==> config.mk <==
export PLATFORM = sky130hd
export DESIGN_NAME = rf_stage_ilk
export DESIGN_NICKNAME = d
export VERILOG_FILES = /design/src/rtl/rf_stage_ilk_pkg.sv /design/src/rtl/rf_bank.sv /design/src/rtl/rf_stage_ilk.sv
export SDC_FILE = /design/constraint.sdc
export NUM_CORES = 2
export LEC_CHECK = 0
export ABC_AREA = 1
export BUFFER_PORTS_ARGS = -buffer_cell sky130_fd_sc_hd__buf_2
export CORE_MARGIN = 2
export CORE_UTILIZATION = 30
export DETAILED_ROUTE_END_ITERATION = 7
export GPL_TIMING_DRIVEN = 1
export SKIP_LAST_GASP = 1
export SLEW_MARGIN = 10
export SYNTH_ARGS = -nofsm -noshare
export SYNTH_HDL_FRONTEND = slang
export SYNTH_SLANG_ARGS = --single-unit
==> constraint.sdc <==
create_clock -name clk -period 37.7 [get_ports clk]
set_clock_uncertainty 0.1 [all_clocks]
set_input_delay 1.885 -clock clk [delete_from_list [all_inputs] [get_ports clk]]
set_output_delay 1.885 -clock clk [all_outputs]
set_load 0.05 [all_outputs]
==> src/rtl/rf_stage_ilk_pkg.sv <==
// Shared encodings for the mips789 register-fetch stage: interlock states,
// forward/compare/destination selects and the NOP word.
package rf_stage_ilk_pkg;

    typedef enum logic [0:0] {
        ST_RUN      = 1'b0,
        ST_LU_STALL = 1'b1
    } ilk_state_e;

    typedef enum logic [1:0] {
        FW_BANK     = 2'd0,
        FW_ALU      = 2'd1,
        FW_MEM      = 2'd2,
        FW_BANK_ALT = 2'd3
    } fw_ctl_e;

    typedef enum logic [2:0] {
        CMP_EQ  = 3'd0,
        CMP_NE  = 3'd1,
        CMP_LTZ = 3'd2,
        CMP_LEZ = 3'd3,
        CMP_GTZ = 3'd4,
        CMP_GEZ = 3'd5,
        CMP_F6  = 3'd6,
        CMP_F7  = 3'd7
    } cmp_ctl_e;

    typedef enum logic [1:0] {
        RD_RD  = 2'd0,
        RD_RT  = 2'd1,
        RD_R31 = 2'd2,
        RD_R0  = 2'd3
    } rd_sel_e;

    localparam logic [31:0] NOP      = 32'h0000_0000;
    localparam int unsigned RS_LSB   = 21;
    localparam int unsigned RT_LSB   = 16;
    localparam int unsigned RD_LSB   = 11;
    localparam int unsigned LINK_REG = 31;

endpackage

==> src/rtl/rf_bank.sv <==
// Register bank: NREG x DATA_W, one write port, two read ports latched under rd_en_i.
// Optional macro RF_WR_BYPASS_EN makes a same-edge write visible to the read latches.
module rf_bank
    import rf_stage_ilk_pkg::*;
#(
    parameter int unsigned DATA_W   = 32,
    parameter int unsigned NREG     = 32,
    parameter int unsigned RST_BANK = 1,
    localparam int unsigned AW      = $clog2(NREG)
) (
    input  logic              clk,
    input  logic              rst_i,
    input  logic              rd_en_i,
    input  logic [AW-1:0]     rd_a_addr_i,
    input  logic [AW-1:0]     rd_b_addr_i,
    input  logic              we_i,
    input  logic [AW-1:0]     waddr_i,
    input  logic [DATA_W-1:0] wdata_i,
    output logic [DATA_W-1:0] rd_a_o,
    output logic [DATA_W-1:0] rd_b_o
);

    logic [DATA_W-1:0] r_mem [NREG];
    logic [DATA_W-1:0] r_rd_a, r_rd_b;
    logic [DATA_W-1:0] w_rd_a, w_rd_b;
    logic              w_wr;

    // r0 is never written, so its storage may stay unreset when RST_BANK=0
    assign w_wr = we_i && (waddr_i != '0);

    generate
        if (RST_BANK != 0) begin : g_rst_bank
            always_ff @(posedge clk or posedge rst_i) begin
                if (rst_i) begin
                    for (int unsigned i = 0; i < NREG; i++) r_mem[i] <= '0;
                end else if (w_wr) begin
                    r_mem[waddr_i] <= wdata_i;
                end
            end
        end else begin : g_ram_bank
            always_ff @(posedge clk) begin
                if (w_wr) r_mem[waddr_i] <= wdata_i;
            end
        end
    endgenerate

    always_comb begin
        w_rd_a = (rd_a_addr_i == '0) ? '0 : r_mem[rd_a_addr_i];
        w_rd_b = (rd_b_addr_i == '0) ? '0 : r_mem[rd_b_addr_i];
`ifdef RF_WR_BYPASS_EN
        if (w_wr && (waddr_i == rd_a_addr_i)) w_rd_a = wdata_i;
        if (w_wr && (waddr_i == rd_b_addr_i)) w_rd_b = wdata_i;
`endif
    end

    always_ff @(posedge clk or posedge rst_i) begin
        if (rst_i) begin
            r_rd_a <= '0;
            r_rd_b <= '0;
        end else if (rd_en_i) begin
            r_rd_a <= w_rd_a;
            r_rd_b <= w_rd_b;
        end
    end

    assign rd_a_o = r_rd_a;
    assign rd_b_o = r_rd_b;

endmodule

==> src/rtl/rf_stage_ilk.sv <==
// mips789 register-fetch stage: IR, early-addressed bank, forwarding, branch compare
// and load-use interlock. RF_WR_BYPASS_EN selects write-through in the bank read latches.
module rf_stage_ilk
    import rf_stage_ilk_pkg::*;
#(
    parameter int unsigned DATA_W   = 32,
    parameter int unsigned NREG     = 32,
    parameter int unsigned RST_BANK = 1,
    localparam int unsigned AW      = $clog2(NREG)
) (
    input  logic              clk,
    input  logic              rst_i,
    input  logic              pause,
    input  logic [31:0]       ins_i,
    input  logic              ins_clr,
    input  logic              ins_cls,
    input  logic              is_load_i,
    input  logic              wb_we_i,
    input  logic [AW-1:0]     wb_addr_i,
    input  logic [DATA_W-1:0] wb_din_i,
    input  logic [DATA_W-1:0] fw_alu_i,
    input  logic [DATA_W-1:0] fw_mem_i,
    input  logic [1:0]        fw_rs_ctl,
    input  logic [1:0]        fw_rt_ctl,
    input  logic [2:0]        cmp_ctl_i,
    input  logic [1:0]        rd_sel_i,
    output logic [31:0]       ins_o,
    output logic [AW-1:0]     rs_n_o,
    output logic [AW-1:0]     rt_n_o,
    output logic [AW-1:0]     rd_index_o,
    output logic [DATA_W-1:0] rs_o,
    output logic [DATA_W-1:0] rt_o,
    output logic              cmp_res_o,
    output logic              stall_o,
    output logic              bubble_o
);

    logic [31:0]       r_ir;
    ilk_state_e        r_state;
    logic              r_ld_v;
    logic [AW-1:0]     r_ld_dst;
    logic              w_hazard, w_stall, w_ir_adv;
    logic [AW-1:0]     w_rs_addr, w_rt_addr;
    logic [DATA_W-1:0] w_bank_rs, w_bank_rt;

    assign ins_o  = r_ir;
    assign rs_n_o = r_ir[RS_LSB +: AW];
    assign rt_n_o = r_ir[RT_LSB +: AW];

    assign w_hazard = (r_state == ST_RUN) && r_ld_v && (r_ld_dst != '0) &&
                      ((r_ld_dst == rs_n_o) || (r_ld_dst == rt_n_o));
    assign w_stall  = w_hazard && !pause;
    assign stall_o  = w_stall;
    assign bubble_o = w_stall;

    // A flush also moves the read latches, addressed at r0 so they match the NOP
    assign w_ir_adv  = !pause && (ins_clr || !(ins_cls || w_stall));
    assign w_rs_addr = ins_clr ? '0 : ins_i[RS_LSB +: AW];
    assign w_rt_addr = ins_clr ? '0 : ins_i[RT_LSB +: AW];

    always_ff @(posedge clk or posedge rst_i) begin
        if (rst_i) begin
            r_ir <= NOP;
        end else if (!pause) begin
            if (ins_clr)                   r_ir <= NOP;
            else if (!(ins_cls || w_stall)) r_ir <= ins_i;
        end
    end

    always_ff @(posedge clk or posedge rst_i) begin
        if (rst_i) begin
            r_state  <= ST_RUN;
            r_ld_v   <= 1'b0;
            r_ld_dst <= '0;
        end else if (!pause) begin
            if (w_stall) begin
                r_state <= ST_LU_STALL;
                r_ld_v  <= 1'b0;
            end else begin
                r_state <= ST_RUN;
                if (w_ir_adv) begin
                    r_ld_v   <= is_load_i;
                    r_ld_dst <= rt_n_o;
                end
            end
        end
    end

    rf_bank #(
        .DATA_W  (DATA_W),
        .NREG    (NREG),
        .RST_BANK(RST_BANK)
    ) u_bank (
        .clk        (clk),
        .rst_i      (rst_i),
        .rd_en_i    (w_ir_adv),
        .rd_a_addr_i(w_rs_addr),
        .rd_b_addr_i(w_rt_addr),
        .we_i       (wb_we_i),
        .waddr_i    (wb_addr_i),
        .wdata_i    (wb_din_i),
        .rd_a_o     (w_bank_rs),
        .rd_b_o     (w_bank_rt)
    );

    function automatic logic [DATA_W-1:0] fw_mux(input logic [1:0] ctl,
                                                 input logic [DATA_W-1:0] bank,
                                                 input logic [DATA_W-1:0] alu,
                                                 input logic [DATA_W-1:0] mem);
        case (fw_ctl_e'(ctl))
            FW_ALU:  return alu;
            FW_MEM:  return mem;
            default: return bank;
        endcase
    endfunction

    assign rs_o = fw_mux(fw_rs_ctl, w_bank_rs, fw_alu_i, fw_mem_i);
    assign rt_o = fw_mux(fw_rt_ctl, w_bank_rt, fw_alu_i, fw_mem_i);

    always_comb begin
        cmp_res_o = 1'b0;
        case (cmp_ctl_e'(cmp_ctl_i))
            CMP_EQ:  cmp_res_o = (rs_o == rt_o);
            CMP_NE:  cmp_res_o = (rs_o != rt_o);
            CMP_LTZ: cmp_res_o = rs_o[DATA_W-1];
            CMP_LEZ: cmp_res_o = rs_o[DATA_W-1] || (rs_o == '0);
            CMP_GTZ: cmp_res_o = !rs_o[DATA_W-1] && (rs_o != '0);
            CMP_GEZ: cmp_res_o = !rs_o[DATA_W-1];
            default: cmp_res_o = 1'b0;
        endcase
    end

    always_comb begin
        rd_index_o = '0;
        case (rd_sel_e'(rd_sel_i))
            RD_RD:   rd_index_o = r_ir[RD_LSB +: AW];
            RD_RT:   rd_index_o = rt_n_o;
            RD_R31:  rd_index_o = AW'(LINK_REG);
            default: rd_index_o = '0;
        endcase
    end

endmodule
Word level (Yosys, flattened, before mapping)
Cells that the tools add are included.
{ "op_classes": {"n_lt_le_gt_ge": 4, "n_eq_ne": 16, "muxes": 22, "n_bitwise": 6, "n_reduce_logical": 27} }
{ "ops": {"columns": ["cell", "count"], "rows": [
  ["bitwise mux 1024 bit", 1],
  ["binary-select mux 32 bit (select 5 bit)", 2],
  ["two-way mux 32 bit", 9],
  ["demux 32 bit (select 5 bit)", 1],
  ["case mux 32 bit (2 select lines)", 2],
  ["== test 32 bit", 1],
  ["logical NOT 32 bit", 1],
  ["inequality test 32 bit", 1],
  ["nonzero test 32 bit", 1],
  ["greater-or-equal comparator 6 bit (second input constant)", 3],
  ["NOT 5 -> 6 bit", 3],
  ["case mux 5 bit (3 select lines)", 1],
  ["== test 5 bit", 2],
  ["logical NOT 5 bit", 2],
  ["two-way mux 5 bit", 2],
  ["nonzero test 5 bit", 2],
  ["logical AND 1 bit", 8],
  ["== test 2 x 1 -> 1 bit (second input constant)", 3],
  ["== test 2 bit (second input constant)", 3],
  ["== test 3 x 2 -> 1 bit (second input constant)", 2],
  ["== test 3 bit (second input constant)", 2],
  ["less-than comparator 6 x 1 -> 1 bit (second input constant)", 1],
  ["case mux 1 bit (6 select lines)", 1],
  ["logical OR 1 bit", 4],
  ["other kinds (10)", 17]
]} }
{ "totals": {"regBits": 1127, "out_inout_bits": 114} }

Depth between registers and ports, before layout
{ "logic_depth": {"depth_word": 11, "depth_mapped": 17, "mapped_depth_nobuf": 16} }

Cells and area by module
Synthesis repeated with hierarchy kept, for this count alone.
{ "hier_totals": {"hier_cells": 9328, "area_unflattened_um2": 63017.9} }
{ "by_module_without_submodules": {"columns": ["module", "instances", "cells_each", "area_per_inst_um2", "seq_area_each_um2"], "rows": [
  ["rf_bank", 1, 8473, 58384.7, 27226.1],
  ["rf_stage_ilk", 1, 855, 4633.2, 975.9]
]} }

Least setup slack after synthesis
No wires, ideal clock.
{ "synth_path": {"path_type": "in2out", "start": "input port fw_rs_ctl[0]", "end": "output port cmp_res_o", "arrival_time_ns": 4.785, "t_required_ns": 35.715, "path_slack_ns": 30.930, "cell_stages": 15, "n_path_buf": 2, "cell_sequence": "inv_1 > ha_1 > inv_1 > clkbuf_1 > clkbuf_1 > o21ai_0 > nand2_1 > nand2_1 > nand2_1 > nor2_1 > nand2_1 > nor2_1 > nand2_1 > nand2_1 > nand3_1"} }
{ "synth_via": {"elab_chain_cells": 5} }
{ "synth_rtl": {"columns": ["item", "line_no", "text"], "rows": [
  ["start, declared", "rf_stage_ilk.sv:23", "input logic [1:0] fw_rs_ctl,"],
  ["== test 2 bit / == test 2 x 1 -> 1 bit (equally long branches)", "rf_stage_ilk.sv:110", "case (fw_ctl_e'(ctl))"],
  ["case mux 32 bit (2 select lines) (*)", "rf_stage_ilk.sv:110", null],
  ["via rs_o[6]", "rf_stage_ilk.sv:31", "output logic [DATA_W-1:0] rs_o,"],
  ["nonzero test 32 bit / logical NOT 32 bit (equally long branches)", "rf_stage_ilk.sv:127, rf_stage_ilk.sv:126", null],
  ["logical AND 1 bit / logical OR 1 bit (equally long branches)", "rf_stage_ilk.sv:127, rf_stage_ilk.sv:126", null],
  ["case mux 1 bit (6 select lines) (*)", "rf_stage_ilk.sv:122", "case (cmp_ctl_e'(cmp_ctl_i))"],
  ["end, declared", "rf_stage_ilk.sv:33", "output logic cmp_res_o,"]
]} }
The timed path passes the listed nets; every way through them passes the cells marked *.

Final worst setup path
{ "layout_path": {"start": "input port fw_rs_ctl[0]", "end": "output port cmp_res_o"} }
{ "layout_via": {"elab_chain_cells": 5} }
{ "layout_rtl": {"columns": ["item", "line_no", "text"], "rows": [
  ["== test 2 bit / == test 2 x 1 -> 1 bit (equally long branches)", "rf_stage_ilk.sv:110", null],
  ["case mux 32 bit (2 select lines) (*)", "rf_stage_ilk.sv:110", null],
  ["nonzero test 32 bit (tied with other cells)", "rf_stage_ilk.sv:127", "CMP_GTZ: cmp_res_o = !rs_o[DATA_W-1] && (rs_o != '0);"],
  ["logical AND 1 bit / logical OR 1 bit (equally long branches)", "rf_stage_ilk.sv:127, rf_stage_ilk.sv:126", null],
  ["case mux 1 bit (6 select lines) (*)", "rf_stage_ilk.sv:122", null]
]} }
Every way passes the cells marked *; elsewhere a longest branch is shown, timed or not.

==> metrics.txt <==
Worst-Skew Late Latency 0.76 ns; Async SR Flop Fraction 1.000; H-tree levels 3; crit share post-route 0.1870; dominant synthesized flop cell dfrtp_1; Die Wd 461.0 um; GR Util All Layers 0.2480; number of top-level pins 263; num rows 167; crit start category primary input; final setup margin 30.65 ns; Synth area leaders dfrtp_1 45%, nand2_1 21%, o21ai_0 8.7%; Lkg Pwr 0.03182 uW; CTS root buffer clkbuf_16; CTS Buf Count 117; height of the die 461.0 um; CTS Hold Buffers Added 0; core area 207300 um^2; Worst Setup Path Type in2out; initial DRC count 8571; initial core utilization 0.3022; CP top delay family simple AND/OR/NAND/NOR gates; register bit total from synthesis 1127; top-area cell type share of the netlist area 0.4502; Yosys cell types 26; cell mode on critical path nand2_1; Post-synth top cells 3536 x nand2_1, 1127 x dfrtp_1, 1086 x o21ai_0; clock-pin transition on the worst setup and hold timing paths 0.06 ns; P per Cell Area 53.22 nW/um^2; post-detail-place hpwl 147600 um; Synth warnings 0; nets 8779; Layout area overhead 11.00%; setup TNS 0 ns; initial antenna violation count 25; vias per cell 5.525; Post-synth EDFFs 0; Routed Wire Length 269800 um; max-slew violations 0; DRC 0; Worst Hold Class reg2reg; final hold vios 0; max-cap violation count 0; status finished, final reports clean; sequential fraction of the synthesis area 0.4502; Critical Path RT 35.72 ns; drt pass-1 iters 8; Max-slew headroom 0.1295; Setup Buffers After CTS 0; Final min period 7.051 ns; ratio of cells with drive above 1 in the final layout 0.07894; Die ar. 212500 um^2; via count 63590; Layout Cells excl Fill 11510; RSZ-0062 raised after global routing no; CP cell instances buf_2 > inv_1 > ha_1 > inv_2 > or2_2 > nand2_1 > xnor2_1 > nand2_1 > nor2_1 > nand2_1 > nor2_1 > nand3_1 > nand3_1 > buf_2; final core utilization 0.3355; largest net degree at the start of global routing 184; Max stage delay cell, worst path ha_1; vias in the first global route 60730; IO Port Bufs 262; crit-path max cell delay 0.64 ns; area leader, netlist dfrtp_1; Syn Area/Cell 7.019 um^2; largest fanout on the critical path 69; instance count of the mapped netlist 8925; routability cong. 0.8916; syn_nets 9078; Worst Tran Pin Value 1.306 ns; post-CTS resize count 0; gr ovfl total 0; wire per inst 23.44 um; Buf/Inv on CP 4; ANT nets after route 0; CTS sink count 1127; Post-Synthesis Cell Area 62640 um^2; count leader, synth nand2_1; Clock Path Buffers 3; fmax 141.8 MHz; maximum vdd drop 43.11 uV; dpl ws 30.56 ns; crit path capture type output port; post-placement cell count 11300; final setup fails 0; first-pass GRT wire length 399300 um; fill count 22120; Hold WS 0.2790 ns; Data arrival, critical path 5.07 ns; TritonCTS clock tree built
-- worst reg2reg max path: stages, from the launching register on --
cell and delay [ns]:
dfrtp_1 0.49, xor2_1 0.20, nor3_1 0.22, nand3_1 0.10, nand2_1 0.10, nand2_1 0.07
nand2_1 0.06, nand2_1 0.18, nand2_4 0.69, buf_4 0.85, nand2_1 0.14, o21ai_0 0.12
-- final cells by class --
class | count | area [um^2] | area share
Inverter | 405 | 1560 | 0.02244
Timing Repair Buffer | 374 | 2257 | 0.03246
Sequential cell | 1127 | 28200 | 0.4056
Clock inverter | 47 | 724.4 | 0.01042
Antenna cell | 6 | 15.01 | 0.0002159
Tap cell | 2788 | 3488 | 0.05017
Clock buffer | 162 | 3400 | 0.04889
Multi-Input combinational cell | 6601 | 29890 | 0.4298
-- through the flow --
step                total power (uW)  cell area [um^2]
global placement                2405             65390
finish                          3700             69530
detailed placement              2430             65390
global route                    3886             69530
floorplan                       2165             62640
CTS                             3697             69520
-- flip-flops by register name, summed over array words and instances, names as in the netlist --
| name | count |
|---|---|
| ins_o | 32 |
| r_ld_dst | 5 |
| r_ld_v | 1 |
| r_state | 1 |
| u_bank.r_mem | 1024 |
| u_bank.rd_a_o | 32 |
| u_bank.rd_b_o | 32 |
-- layout by cell type (no fill, tap or decap), types with 17 or more instances in the layout --
master     count
buf_4        105
a21oi_1      199
o21ai_0     1086
clkbuf_1      17
or2_2         62
o211ai_1     438
buf_2        260
clkbuf_8      28
nand2_2       29
nand3_1     1083
bufinv_16     19
nor2_1       147
clkinv_2      26
nand2_1     3502
dfrtp_1     1127
clkbuf_16    119
inv_1        390
-- cell families after synthesis --
kind of cell	after synthesis	synth area share
DFF	1127	0.4502
AOI/OAI and AO/OA	1731	0.1558
buffers and inverters	1197	0.07578
adders and majority gates	4	0.0007990
xor gates and xnor gates	10	0.001398
and+or+nand+nor	4856	0.3160
-- per-layer routing --
layer,share of wire,global-route usage
met1,0.38,0.3094
met5,0.00060,0
met4,0.066,0.1514
met2,0.44,0.3926
met3,0.11,0.05216
-- path summary, 6_finish.rpt --
kind	start	end	slack, ns	cells after the start
worst max-delay path	fw_rs_ctl[0]	cmp_res_o	30.65	14
worst min-delay path	u_bank.r_mem[1022]$_DFFE_PP0P_	u_bank.r_mem[1022]$_DFFE_PP0P_	0.28	0
worst max register to register	ins_o[16]$_DFFE_PP0P_	u_bank.rd_b_o[3]$_DFFE_PP0P_	34.28	11
worst min register to register	u_bank.r_mem[1022]$_DFFE_PP0P_	u_bank.r_mem[1022]$_DFFE_PP0P_	0.28	0
max in group asynchronous	rst_i	u_bank.r_mem[345]$_DFFE_PP0P_	33.08	5
min in group asynchronous	rst_i	u_bank.r_mem[717]$_DFFE_PP0P_	1.12	2
-- power by group --
| group | switching [uW] | internal (uW) |
|---|---|---|
| Combinational | 551 | 256 |
| Clock | 517 | 753 |
| Sequential | 187 | 1430 |
Note: power is estimated with default switching activity, not from simulation.
